$ cat src/rtl/lut_chain_serial_cfg.sv
// Chain of fracturable sub-LUTs configured through a daisy-chained scan register with atomic commit.
// Latency 0 from addr (1 cycle when LUT_CHAIN_OUTREG_EN is defined); shifting never disturbs active outputs.
// No backpressure: one config bit accepted per enabled cycle, illegal loads set a sticky error.
module lut_chain_serial_cfg #(
   parameter int INPUTS   = 4,
   parameter int NUM_LUTS = 2
) (
   input  logic                         config_clk,
   input  logic                         config_rst_n,
   input  logic [NUM_LUTS*INPUTS-1:0]   addr,
   output logic [NUM_LUTS-1:0]          out,
   input  logic                         config_en,
   input  logic                         config_in,
   output logic                         config_out,
   input  logic                         config_load,
   output logic                         config_done,
   output logic                         config_err
);

   localparam int MEM_SIZE = 2**INPUTS;
   localparam int CFG_BITS = NUM_LUTS*MEM_SIZE + NUM_LUTS - 1;
   localparam int CW       = $clog2(CFG_BITS + 1);
   localparam logic [CW-1:0] FULL_CNT = CW'(CFG_BITS);

   logic [CFG_BITS-1:0] r_shadow;
   logic [CFG_BITS-1:0] r_active;
   logic [CW-1:0]       r_cnt;
   logic                r_done;
   logic                r_err;
   logic [NUM_LUTS-1:0] w_out_c;
   logic                w_commit;

   assign w_commit = config_load && !config_en && (r_cnt == FULL_CNT);

   always_ff @(posedge config_clk or negedge config_rst_n) begin
      if (!config_rst_n) begin
         r_shadow <= '0;
         r_active <= '0;
         r_cnt    <= '0;
         r_done   <= 1'b0;
         r_err    <= 1'b0;
      end else begin
         if (config_en) begin
            r_shadow <= {config_in, r_shadow[CFG_BITS-1:1]};
            if (r_cnt != FULL_CNT)
               r_cnt <= r_cnt + CW'(1);
         end
         // A rejected load still lets a simultaneous shift proceed.
         if (w_commit) begin
            r_active <= r_shadow;
            r_cnt    <= '0;
            r_done   <= 1'b1;
            r_err    <= 1'b0;
         end else if (config_load) begin
            r_err    <= 1'b1;
         end
      end
   end

   assign config_out  = r_shadow[0];
   assign config_done = r_done;
   assign config_err  = r_err;

   // Each stage keeps its own output net so the ripple cascade is not a self-loop on one vector.
   for (genvar i = 0; i < NUM_LUTS; i++) begin : g_lut
      logic [MEM_SIZE-1:0] w_tbl;
      logic [INPUTS-1:0]   w_idx;
      logic                w_o;

      assign w_tbl = r_active[i*MEM_SIZE +: MEM_SIZE];

      if (i == 0) begin : g_first
         assign w_idx = addr[INPUTS-1:0];
      end else begin : g_next
         assign w_idx = {r_active[NUM_LUTS*MEM_SIZE + i - 1] ? addr[i*INPUTS + INPUTS - 1]
                                                              : g_lut[i-1].w_o,
                         addr[i*INPUTS +: INPUTS-1]};
      end

      assign w_o        = w_tbl[w_idx];
      assign w_out_c[i] = w_o;
   end

`ifdef LUT_CHAIN_OUTREG_EN
   logic [NUM_LUTS-1:0] r_out;

   always_ff @(posedge config_clk or negedge config_rst_n) begin
      if (!config_rst_n)
         r_out <= '0;
      else
         r_out <= w_out_c;
   end

   assign out = r_out;
`else
   assign out = w_out_c;
`endif

endmodule

$ cat config.mk
export PLATFORM = sky130hd
export DESIGN_NAME = lut_chain_serial_cfg
export DESIGN_NICKNAME = d
export VERILOG_FILES = /design/src/rtl/lut_chain_serial_cfg.sv
export SDC_FILE = /design/constraint.sdc
export NUM_CORES = 1
export LEC_CHECK = 0
export CORE_MARGIN = 3
export CORE_UTILIZATION = 50
export CTS_CLUSTER_SIZE = 24
export DETAILED_ROUTE_END_ITERATION = 6
export PLACE_DENSITY = 0.66
export SLEW_MARGIN = 10
export SYNTH_ARGS = -nofsm -noshare
export SYNTH_HDL_FRONTEND = slang
export SYNTH_SLANG_ARGS = --single-unit
$ cat constraint.sdc
create_clock -name config_clk -period 2.1 [get_ports config_clk]
set_clock_uncertainty 0.1 [all_clocks]
set_input_delay 0.315 -clock config_clk [delete_from_list [all_inputs] [get_ports config_clk]]
set_output_delay 0.315 -clock config_clk [all_outputs]
set_load 0.01 [all_outputs]
## Word level (Yosys, flattened, before mapping)

Index checks and enable logic that the tools add are counted.

- $add $sub $neg: 1
- Shift-type cells: 0
- Bitwise gates (word level): 0
- Magnitude comparators: 2
- Multipliers: 0
- Equality and inequality tests: 2
- Multiplexer cells: 10
- Div/mod/pow operators: 0
- Reduce and logical (&&, ||, !) cells: 7

Operator list:

| operator | count |
|---|---|
| 2-to-1 mux 6 bit | 3 |
| less-than comparator 4 x 5 -> 1 bit (second input constant) | 2 |
| binary-select mux 1 bit (select 4 bit) | 2 |
| adder 6 x 1 -> 6 bit (second input constant) | 1 |
| == test 6 bit (second input constant) | 1 |
| != test 6 bit (second input constant) | 1 |
| nonzero test 2 bit | 3 |
| 2-to-1 mux 1 bit | 5 |
| logical AND 1 bit | 2 |
| AND reduction 2 bit | 1 |
| zero test 1 bit | 1 |

- Memories: 0
- Output and inout port bits: 5
- Logic and storage cells: 27
- RAM bits: 0
- Memory bits (read-only): 0
- Register bits: 74
- Input port bits: 13
- Latch bits: 0

## Logic depth before layout (Yosys ltp)

Gate-level depths: netlist of run 1.

- Word-level depth: 5
- Gate-level depth with buffers: 8
- Mapped depth without buffers: 6

## Worst setup path after synthesis of run 1

Ideal clock, no wire load.

- Kind: input port to output port
- Start point: input addr[4]
- End point: output out[1]
- Setup slack: 0.139 ns
- Arrival: 1.546 ns
- Buffers on the path: 1
- Data required time: 1.685 ns
- Cell stages on the path: 5
- Path through: mux4_1 -> mux2_2 -> a311oi_1 -> a211oi_1 -> buf_4

- Cells in the longest elaborated chain, start to end: 2

RTL lines:

| item | RTL line | text |
|---|---|---|
| start: declaration | 10 | `input logic [NUM_LUTS*INPUTS-1:0] addr,` |
| binary-select mux 1 bit (select 4 bit) | 80 | `assign w_o = w_tbl[w_idx];` |
| 2-to-1 mux 1 bit (not written as such) | 80 |  |
| end: declaration | 11 | `output logic [NUM_LUTS-1:0] out,` |

No other way between the ends. The select of a mux whose other input is x is not followed.

## Worst setup path in the final report of run 1

- Start point: input addr[5]
- End point: output out[1]

Same word-level chain as after synthesis.

==> results.sh, run 1 <==
export IMPL_cap_viol_max_count=0
export IMPL_slew_headroom_pct=58.2
export IMPL_synth_top_area_share_pct=58.4
export IMPL_cts_sinks=74
export IMPL_root_buffer="clkbuf_8"
export IMPL_yosys_area_top_type="dfrtp_1"
export IMPL_hp_start="config_done"
export IMPL_n_antenna_cell=0
export IMPL_powerDensity_nw_per_um2=967
export IMPL_grt_pass1_wl_um=9130
export IMPL_syn_area_um2=3170
export IMPL_grt_overflow_total=0
export IMPL_rr_startpoint="r_cnt[2]"
export IMPL_clock_fmax_ghz=0.414
export IMPL_drtAntennaViolNets=0
export IMPL_drc_errors=0
export IMPL_mappedNetlistNets=218
export IMPL_fin_ws_ns=-0.316
export IMPL_yosysSeqAreaShare_pct=58.4
export IMPL_grt_pass1_vias=1871
export IMPL_fillerInstances=456
export IMPL_ys_warn_count=0
export IMPL_start_util_pct=52.6
export IMPL_synth_seq_cells=74
export IMPL_slowest_delay_ns=0.58
export IMPL_min_path_type="flop to flop"
export IMPL_die_h_um=85.6
export IMPL_grt_use_met3_pct=4.03
export IMPL_cts_tree="built"
export IMPL_grt_setup_unrepaired="yes"
export IMPL_wl_per_cell_um=17.0
export IMPL_whs_ns=0.366
export IMPL_drive_gt1_share_pct=41.0
export IMPL_ir_worst_vdd_mv=0.464
export IMPL_coreArea_um2=6030
export IMPL_place_port_buffers=17
export IMPL_final_setup_tns_ns=-0.387
export IMPL_critPathMaxFanout=4
export IMPL_setup_viol=2
export IMPL_layout_nets=249
export IMPL_crit_chain="clkdlybuf4s50_1 -> mux4_2 -> mux2_4 -> nor4b_4 -> a211oi_2 -> buf_2"
export IMPL_outcome="finished, violations left"
export IMPL_hold_viol_final=0
export IMPL_fp_dieW_um=85.6
export IMPL_grt_busiest_layer="met2"
export IMPL_grt_usage_pct=16.2
export IMPL_start_kind="input port"
export IMPL_leakagePower_nw=1.76
export IMPL_area_growth_pct=16.4
export IMPL_end_kind="primary output"
export IMPL_critical_path_top_delay_family="buffers and inverters"
export IMPL_pre_cts_ws_ns=-0.987
export IMPL_final_common_cell="dfrtp_1"
export IMPL_finalMaxSlewViolations=0
export IMPL_worst_ep_required_time_ns=1.68
export IMPL_drt_iter0_markers=64
export IMPL_worstMarginPinSlew_ns=0.622
export IMPL_groute_layer_met1_usage_pct=21.5
export IMPL_io_pins=18
export IMPL_htreeDepth=3
export IMPL_clk_path_buf_depth=2
export IMPL_min_period_ns=2.42
export IMPL_cts_clk_slew_worst_paths_ns=0.07
export IMPL_period_share_pct=115
export IMPL_timing_critical_path_from="addr[5]"
export IMPL_synth_area_top_cells="dfrtp_1, mux2_2, mux4_1, mux2_1, buf_4"
export IMPL_netlist_instances=203
export IMPL_drt_pass1_iterations=4
export IMPL_avgViaCountPerCell=5.59
export IMPL_clock_latency_ns=0.34
export IMPL_grt_antenna_before_repair=0
export IMPL_arrival_ns=2.00
export IMPL_hpwlAfterDp_um=3460
export IMPL_violations="negative setup slack"
export IMPL_fp_row_count=28
export IMPL_layout_common_cells="dfrtp_1, mux2_2, mux2_1, clkdlybuf4s50_1, buf_4"
export IMPL_critPathSlowestCell="clkdlybuf4s50_1"
export IMPL_cp_num_buf_inv=2
export IMPL_yosysUniqueCellTypes=34
export IMPL_grt_use_met2_pct=24.7
export IMPL_syn_avg_cell_area_um2=15.6
export IMPL_vias=1756
export IMPL_grt_max_degree=75
export IMPL_cts_inserted_buffers=9
export IMPL_routed_wirelength_um=5350
export IMPL_gp_congestion=0.780
export IMPL_worst_setup_path_type="input port to primary output"
export IMPL_die_area_um2=7330
-- per-layer routing --
| metal | vias to the layer above | part of all wire (%) | routed length (um) |
|---|---|---|---|
| li1 | 808 | - | - |
| met1 | 914 | 47 | 2510 |
| met2 | 25 | 48 | 2570 |
| met3 | 9 | 3.1 | 164 |
| met4 | 0 | 1.9 | 103 |
| met5 | - | 0 | 0 |
-- where the power goes --
part	internal (W)	switching, W
Sequential	0.00175	0.000257
Clock	0.000545	0.000495
Combinational	0.000327	0.000196
-- per-stage QoR --
step / area [um^2] / utilization [%] / total power (W) / std cells
floorplan: 3170 / - / 0.00232 / 203
global placement: 3470 / 57.6 / 0.00249 / 294
detailed placement: 3470 / 57.6 / 0.00254 / 294
CTS: 3680 / 61.0 / 0.00360 / 311
global route: 3690 / 61.2 / 0.00378 / 314
finish: 3690 / 61.2 / 0.00357 / 314
-- cell usage after synthesis, drive strengths merged --
| library cell | count |
|---|---|
| mux4 | 8 |
| o21bai | 1 |
| nand2 | 4 |
| xnor2 | 1 |
| o22ai | 1 |
| or2 | 2 |
| nor4b | 1 |
| nand3 | 2 |
| buf | 10 |
| dfrtp | 74 |
| and2b | 2 |
| a211oi | 1 |
| and2 | 2 |
| xor2 | 1 |
| o21ai | 4 |
| a22o | 1 |
| nand2b | 1 |
| a311oi | 1 |
| ha | 2 |
| nand4 | 1 |
| o31ai | 2 |
| a22oi | 1 |
| nand3b | 2 |
| nor3 | 1 |
| nor4 | 1 |
| mux2 | 68 |
| inv | 4 |
| nor2 | 4 |
-- final cells by class --
type                    count  area [um^2]  share of cell area, %
flip-flops and latches     74         1850                   50.2
inverters                   4         15.0                  0.407
well taps                  75         93.8                   2.54
multi-input cells         115         1270                   34.4
clock buffers              11          131                   3.56
clock inverters             5         55.1                   1.49
repair buffers             30          275                   7.46
-- path summary, 6_finish.rpt --
| kind | slack [ns] | endpoint | cells past startpoint |
|---|---|---|---|
| max | -0.32 | out[1] | 6 |
| max reg2reg | 0.20 | r_active[14] | 4 |
| min reg2reg | 0.37 | config_done | 1 |
| min | 0.37 | config_done | 1 |
| min in group asynchronous | 0.43 | config_err | 3 |
| max in group asynchronous | 1.17 | r_active[2] | 3 |
-- registers in the layout, indices dropped and copies added (netlist names) --
register     flops
config_done      1
config_err       1
r_active        33
r_cnt            6
r_shadow        33
-- kinds of logic after synthesis --
family,count (synthesis),synth area share (%)
compound gates,12,2.72
flops,74,58.4
fa+ha+maj,2,0.789
mux,76,30.7
buf+inv,14,2.45
xor+xnor,2,0.553
simple gates,23,4.42
-- repair_timing --
action                                  4_1_cts  5_1_grt
pin swaps                                     3        2
hold buffers                                  1        0
setup buffers                                 0        3
resized for setup                            23        4
endpoints found under the hold margin        74        0
endpoints found under the setup margin        2        2
Power figures use the tool's default switching activity.
==> run 2: changes to the inputs <==
- clock period: 2.1 -> 2.85 ns (I/O delays scaled with it)
==> run 2 against run 1 <==
Net effect:
- first-iteration DRC count down 1.6%
- clock power down 24%
- worst setup slack improved by 0.46 ns
- largest cell class unchanged
- global-route usage about the same
- non-clock buffer count fell by 5
- clock-buffer cell count rose by 4
- the run now ends clean
- highest routed layer unchanged
==> results.sh, run 2 (same netlist as run 1, synthesis figures left out) <==
export IMPL_post_cts_buffers=0
export IMPL_finalMaxSlewViolations=0
export IMPL_n_antenna_cell=0
export IMPL_area_growth_pct=15.3
export IMPL_top_regs="r_active: 33 flops, r_shadow: 33 flops, r_cnt: 6 flops"
export IMPL_internal_power_w=0.00196
export IMPL_cts_tree="built"
export IMPL_worst_ep_required_time_ns=2.32
export IMPL_clock_fmax_ghz=0.370
export IMPL_vias=1711
export IMPL_cap_viol_max_count=0
export IMPL_min_period_ns=2.71
export IMPL_slew_headroom_pct=56.8
export IMPL_leakagePower_nw=1.78
export IMPL_clock_latency_ns=0.33
export IMPL_final_common_cell="dfrtp_1"
export IMPL_grt_usage_pct=16.2
export IMPL_ir_worst_vdd_mv=0.449
export IMPL_grt_pass1_wl_um=9180
export IMPL_fp_row_count=28
export IMPL_avgViaCountPerCell=5.54
export IMPL_gp_congestion=0.706
export IMPL_hpwlAfterDp_um=3510
export IMPL_layout_common_cells="dfrtp_1, mux2_2, mux2_1, clkbuf_8, clkdlybuf4s50_1"
export IMPL_root_buffer="clkbuf_8"
export IMPL_start_util_pct=52.6
export IMPL_outcome="finished clean"
export IMPL_htreeDepth=3
export IMPL_drive_gt1_share_pct=35.9
export IMPL_start_kind="flop"
export IMPL_fillerInstances=460
export IMPL_cts_clk_slew_worst_paths_ns=0.07
export IMPL_end_kind="primary output"
export IMPL_fp_dieW_um=85.6
export IMPL_grt_max_degree=75
export IMPL_routed_wirelength_um=5340
export IMPL_worst_setup_path_type="flop to primary output"
export IMPL_setup_viol=0
export IMPL_hold_viol_final=0
export IMPL_place_port_buffers=17
export IMPL_place_area_um2=3460
export IMPL_r2r_cells=4
export IMPL_pwr_share_seq_pct=55.9
export IMPL_period_share_pct=94.9
export IMPL_cts_sinks=74
export IMPL_combPwrFrac_pct=14.1
export IMPL_p_total_w=0.00264
export IMPL_drtAntennaViolNets=0
export IMPL_die_area_um2=7330
export IMPL_die_h_um=85.6
export IMPL_netSwitchingFraction_pct=25.8
export IMPL_design_area_um2=3660
export IMPL_grt_antenna_before_repair=0
export IMPL_clk_path_buf_depth=2
export IMPL_grt_setup_unrepaired="no"
export IMPL_drc_errors=0
export IMPL_worstMarginPinSlew_ns=0.643
export IMPL_cts_inserted_buffers=9
export IMPL_grt_overflow_total=0
export IMPL_critPathMaxFanout=2
export IMPL_clkPwrFrac_pct=29.9
export IMPL_arrival_ns=2.18
export IMPL_drt_pass1_iterations=4
export IMPL_coreArea_um2=6030
export IMPL_io_pins=18
export IMPL_min_path_type="input port to asynchronous set/reset pin"
export IMPL_drt_iter0_markers=63
export IMPL_grt_pass1_vias=1864
export IMPL_powerDensity_nw_per_um2=722
export IMPL_ctsHoldBuffers=0
export IMPL_layout_nets=244
export IMPL_power_switching_w=0.000681
export IMPL_wl_per_cell_um=17.3
## run 2: cell count changes in the layout (fill, tap and decap cells not counted), sizes merged
cell	change
buf	-6
bufinv	-1
clkbuf	+5
clkdlybuf4s15	-1
clkinv	-1
clkinvlp	-2
dlygate4sd3	-1
dlymetal6s2s	+2
## run 2: per-layer routing
metal / GRT usage [%] / routed length, um
met2: 25.1 / 2600
met3: 3.65 / 149
met5: 0 / 0
met1: 21.9 / 2520
met4: 7.34 / 59
## run 2: path summary, 6_finish.rpt
path	from	to	slack (ns)
worst max register to register	r_cnt[2]	r_active[7]	0.97
max in group asynchronous	config_rst_n	config_err	2.32
worst max-delay path	r_active[25]	out[1]	0.14
min in group config_clk	r_active[26]	r_active[26]	0.39
worst min register to register	r_active[26]	r_active[26]	0.39
worst min-delay path	config_rst_n	r_cnt[2]	0.005
## run 2: repair_timing
action                     4_1_cts  5_1_grt
pin swaps                        0        0
resized for setup                4        5
setup endpoints to repair        2        1
## run 2: area by class of cell
| cell class | instances | area [um^2] | share of cell area (%) |
|---|---|---|---|
| clock inverters | 1 | 5.00 | 0.137 |
| flip-flops and latches | 74 | 1850 | 50.7 |
| well taps | 75 | 93.8 | 2.57 |
| inverters | 4 | 15.0 | 0.411 |
| repair buffers | 25 | 244 | 6.67 |
| multi-input cells | 115 | 1250 | 34.2 |
| clock buffers | 15 | 196 | 5.37 |
## run 2: worst max-delay path, stage by stage (launching register included)
cell           delay [ns]
dfrtp_1              0.38
mux4_1               0.50
mux2_2               0.31
a311oi_1             0.28
a211oi_1             0.09
dlygate4sd2_1        0.30
## run 2: through the flow
stage | hold WS [ns] | std cells | utilization, % | setup slack [ns] | TNS, ns
2_1_floorplan | 0.0319 | 203 | - | 0.664 | 0
3_3_place_gp | 0.360 | 293 | 57.4 | -0.437 | -0.552
3_5_place_dp | 0.370 | 293 | 57.4 | -0.476 | -0.674
4_1_cts | 0.0226 | 309 | 60.7 | 0.0202 | 0
5_1_grt | 0.0312 | 309 | 60.7 | 0.0517 | 0
6_report | 0.00478 | 309 | 60.7 | 0.145 | 0
## run 2: power by group through the flow
stage	logic, W	clock network, W	registers [W]
after detailed placement	0.000383	0	0.00149
final	0.000372	0.000790	0.00148
after global routing	0.000417	0.000859	0.00151
after global placement	0.000362	0	0.00148
after floorplan	0.000285	0	0.00142
after CTS	0.000383	0.000813	0.00147
==> run 3: changes to the inputs <==
--- a/config.mk
+++ b/config.mk
@@ -8,7 +8,8 @@
 export CORE_MARGIN = 3
 export CORE_UTILIZATION = 50
-export CTS_CLUSTER_SIZE = 24
+export CTS_CLUSTER_SIZE = 10
 export DETAILED_ROUTE_END_ITERATION = 6
 export PLACE_DENSITY = 0.66
+export SETUP_SLACK_MARGIN = 0.15
 export SLEW_MARGIN = 10
 export SYNTH_ARGS = -nofsm -noshare
==> constraint.sdc (replaced) <==
create_clock -name config_clk -period 2.85 [get_ports config_clk]
set_clock_uncertainty 0.1 [all_clocks]
set_input_delay 0.285 -clock config_clk [delete_from_list [all_inputs] [get_ports config_clk]]
set_output_delay 0.285 -clock config_clk [all_outputs]
set_load 0.01 [all_outputs]
==> run 3 against run 2 <==
Net effect:
- clock-buffer cell count is 4 lower
- clock power shrank 11%
- worst setup slack better by 0.17 ns
- sequential cell count unchanged
- first-iteration DRC count grew 54%
- via count down 0.29%
- non-clock buffer count shrank 1
- die area stayed put
- global-route usage is 0.25 points lower
- core utilization down 0.75 points
- critical endpoint unchanged
==> results.sh, run 3 (same netlist as run 1, synthesis figures left out) <==
export IMPL_clock_fmax_ghz=0.394
export IMPL_avgViaCountPerCell=5.54
export IMPL_cts_sinks=74
export IMPL_hpwlAfterDp_um=3390
export IMPL_multi_input_area_um2=1250
export IMPL_top_regs="r_active: 33 flops, r_shadow: 33 flops, r_cnt: 6 flops"
export IMPL_htreeDepth=3
export IMPL_hold_viol_final=0
export IMPL_cp_num_buf_inv=1
export IMPL_outcome="finished clean"
export IMPL_grt_max_degree=40
export IMPL_place_port_buffers=17
export IMPL_place_area_um2=3430
export IMPL_n_antenna_cell=0
export IMPL_worst_setup_path_type="flop to primary output"
export IMPL_netSwitchingFraction_pct=27.2
export IMPL_powerDensity_nw_per_um2=706
export IMPL_finalMaxSlewViolations=0
export IMPL_die_area_um2=7330
export IMPL_cts_tree="built"
export IMPL_area_growth_pct=13.9
export IMPL_crit_chain="mux4_1 -> mux2_2 -> a311oi_1 -> a211oi_1 -> dlygate4sd2_1"
export IMPL_min_path_type="flop to flop"
export IMPL_coreArea_um2=6030
export IMPL_fp_row_count=28
export IMPL_slowest_delay_ns=0.51
export IMPL_clkPwrFrac_pct=27.7
export IMPL_die_h_um=85.6
export IMPL_end_kind="primary output"
export IMPL_cts_clk_slew_worst_paths_ns=0.07
export IMPL_wl_per_cell_um=16.6
export IMPL_routed_wirelength_um=5100
export IMPL_worst_ep_required_time_ns=2.47
export IMPL_whs_ns=0.373
export IMPL_min_period_ns=2.54
export IMPL_ir_worst_vdd_mv=0.415
export IMPL_drt_iter0_markers=97
export IMPL_power_switching_w=0.000692
export IMPL_start_util_pct=52.6
export IMPL_combPwrFrac_pct=14.5
export IMPL_cts_inserted_buffers=9
export IMPL_grt_usage_pct=16.0
export IMPL_clk_path_buf_depth=2
export IMPL_critPathMaxFanout=2
export IMPL_design_area_um2=3610
export IMPL_period_share_pct=89.1
export IMPL_internal_power_w=0.00186
export IMPL_layout_common_cells="dfrtp_1, mux2_2, mux2_1, clkdlybuf4s50_1, clkbuf_8"
export IMPL_vias=1706
export IMPL_final_common_cell="dfrtp_1"
export IMPL_start_kind="flop"
export IMPL_grt_overflow_total=0
export IMPL_cap_viol_max_count=0
export IMPL_fp_dieW_um=85.6
export IMPL_fillerInstances=478
export IMPL_drt_pass1_iterations=4
export IMPL_drtAntennaViolNets=0
export IMPL_io_pins=18
export IMPL_critPathSlowestCell="mux4_1"
export IMPL_grt_antenna_before_repair=0
export IMPL_setup_viol=0
export IMPL_arrival_ns=2.16
export IMPL_pwr_share_seq_pct=57.8
export IMPL_worstMarginPinSlew_ns=0.798
export IMPL_drc_errors=0
export IMPL_slew_headroom_pct=46.8
export IMPL_leakagePower_nw=1.73
export IMPL_critical_path_top_delay_family="multiplexers"
export IMPL_layout_nets=243
export IMPL_root_buffer="clkbuf_8"
export IMPL_clock_latency_ns=0.34
export IMPL_register_area_um2=1850
export IMPL_gp_congestion=0.791
export IMPL_drive_gt1_share_pct=34.3
export IMPL_post_cts_buffers=0
export IMPL_final_util_pct=59.9
export IMPL_grt_setup_unrepaired="no"
export IMPL_grt_pass1_wl_um=8910
export IMPL_p_total_w=0.00255
export IMPL_grt_pass1_vias=1766
-- run 3: worst paths after layout --
check	cells past startpoint	start	slack [ns]	to
setup / recovery	5	r_active[25]	0.31	out[1]
hold / removal	1	config_done	0.37	config_done
hold reg to reg	1	config_done	0.37	config_done
max in group asynchronous	3	config_rst_n	1.51	r_active[6]
setup reg to reg	4	r_cnt[2]	0.78	r_active[16]
min in group asynchronous	2	config_rst_n	0.46	r_shadow[31]
-- run 3: metal layers --
metal / track usage [%] / vias up / part of all wire, %
met5: 0 / - / 0
met4: 6.91 / 0 / 1.6
met3: 4.80 / 8 / 4.5
met2: 22.7 / 27 / 45
met1: 22.8 / 875 / 49
li1: - / 796 / -
-- run 3: repair_timing --
action / 4_1_cts / 5_1_grt
hold buffers: 1 / 0
resized for setup: 3 / 0
setup endpoints to repair: 2 / 0
hold endpoints to repair: 35 / 0
-- run 3: final cells by class --
| class | instances | area share (%) |
|---|---|---|
| Sequential cell | 74 | 51.3 |
| Tap cell | 75 | 2.60 |
| Clock buffer | 11 | 3.92 |
| Multi-Input combinational cell | 115 | 34.6 |
| Timing Repair Buffer | 24 | 6.34 |
| Clock inverter | 5 | 0.832 |
| Inverter | 4 | 0.416 |
-- run 3: power groups by stage --
stage / Combinational (W) / Sequential (W) / Clock (W)
3_5_place_dp: 0.000377 / 0.00149 / 0
5_1_grt: 0.000413 / 0.00151 / 0.000786
6_report: 0.000370 / 0.00147 / 0.000707
2_1_floorplan: 0.000285 / 0.00142 / 0
4_1_cts: 0.000379 / 0.00147 / 0.000729
3_3_place_gp: 0.000358 / 0.00147 / 0
-- run 3: metrics by stage --
stage / instances / worst slack (ns) / setup TNS, ns
3_5_place_dp: 291 / -0.158 / -0.158
6_report: 308 / 0.310 / 0
3_3_place_gp: 291 / -0.152 / -0.152
4_1_cts: 308 / 0.283 / 0
2_1_floorplan: 203 / 0.923 / 0
5_1_grt: 308 / 0.208 / 0
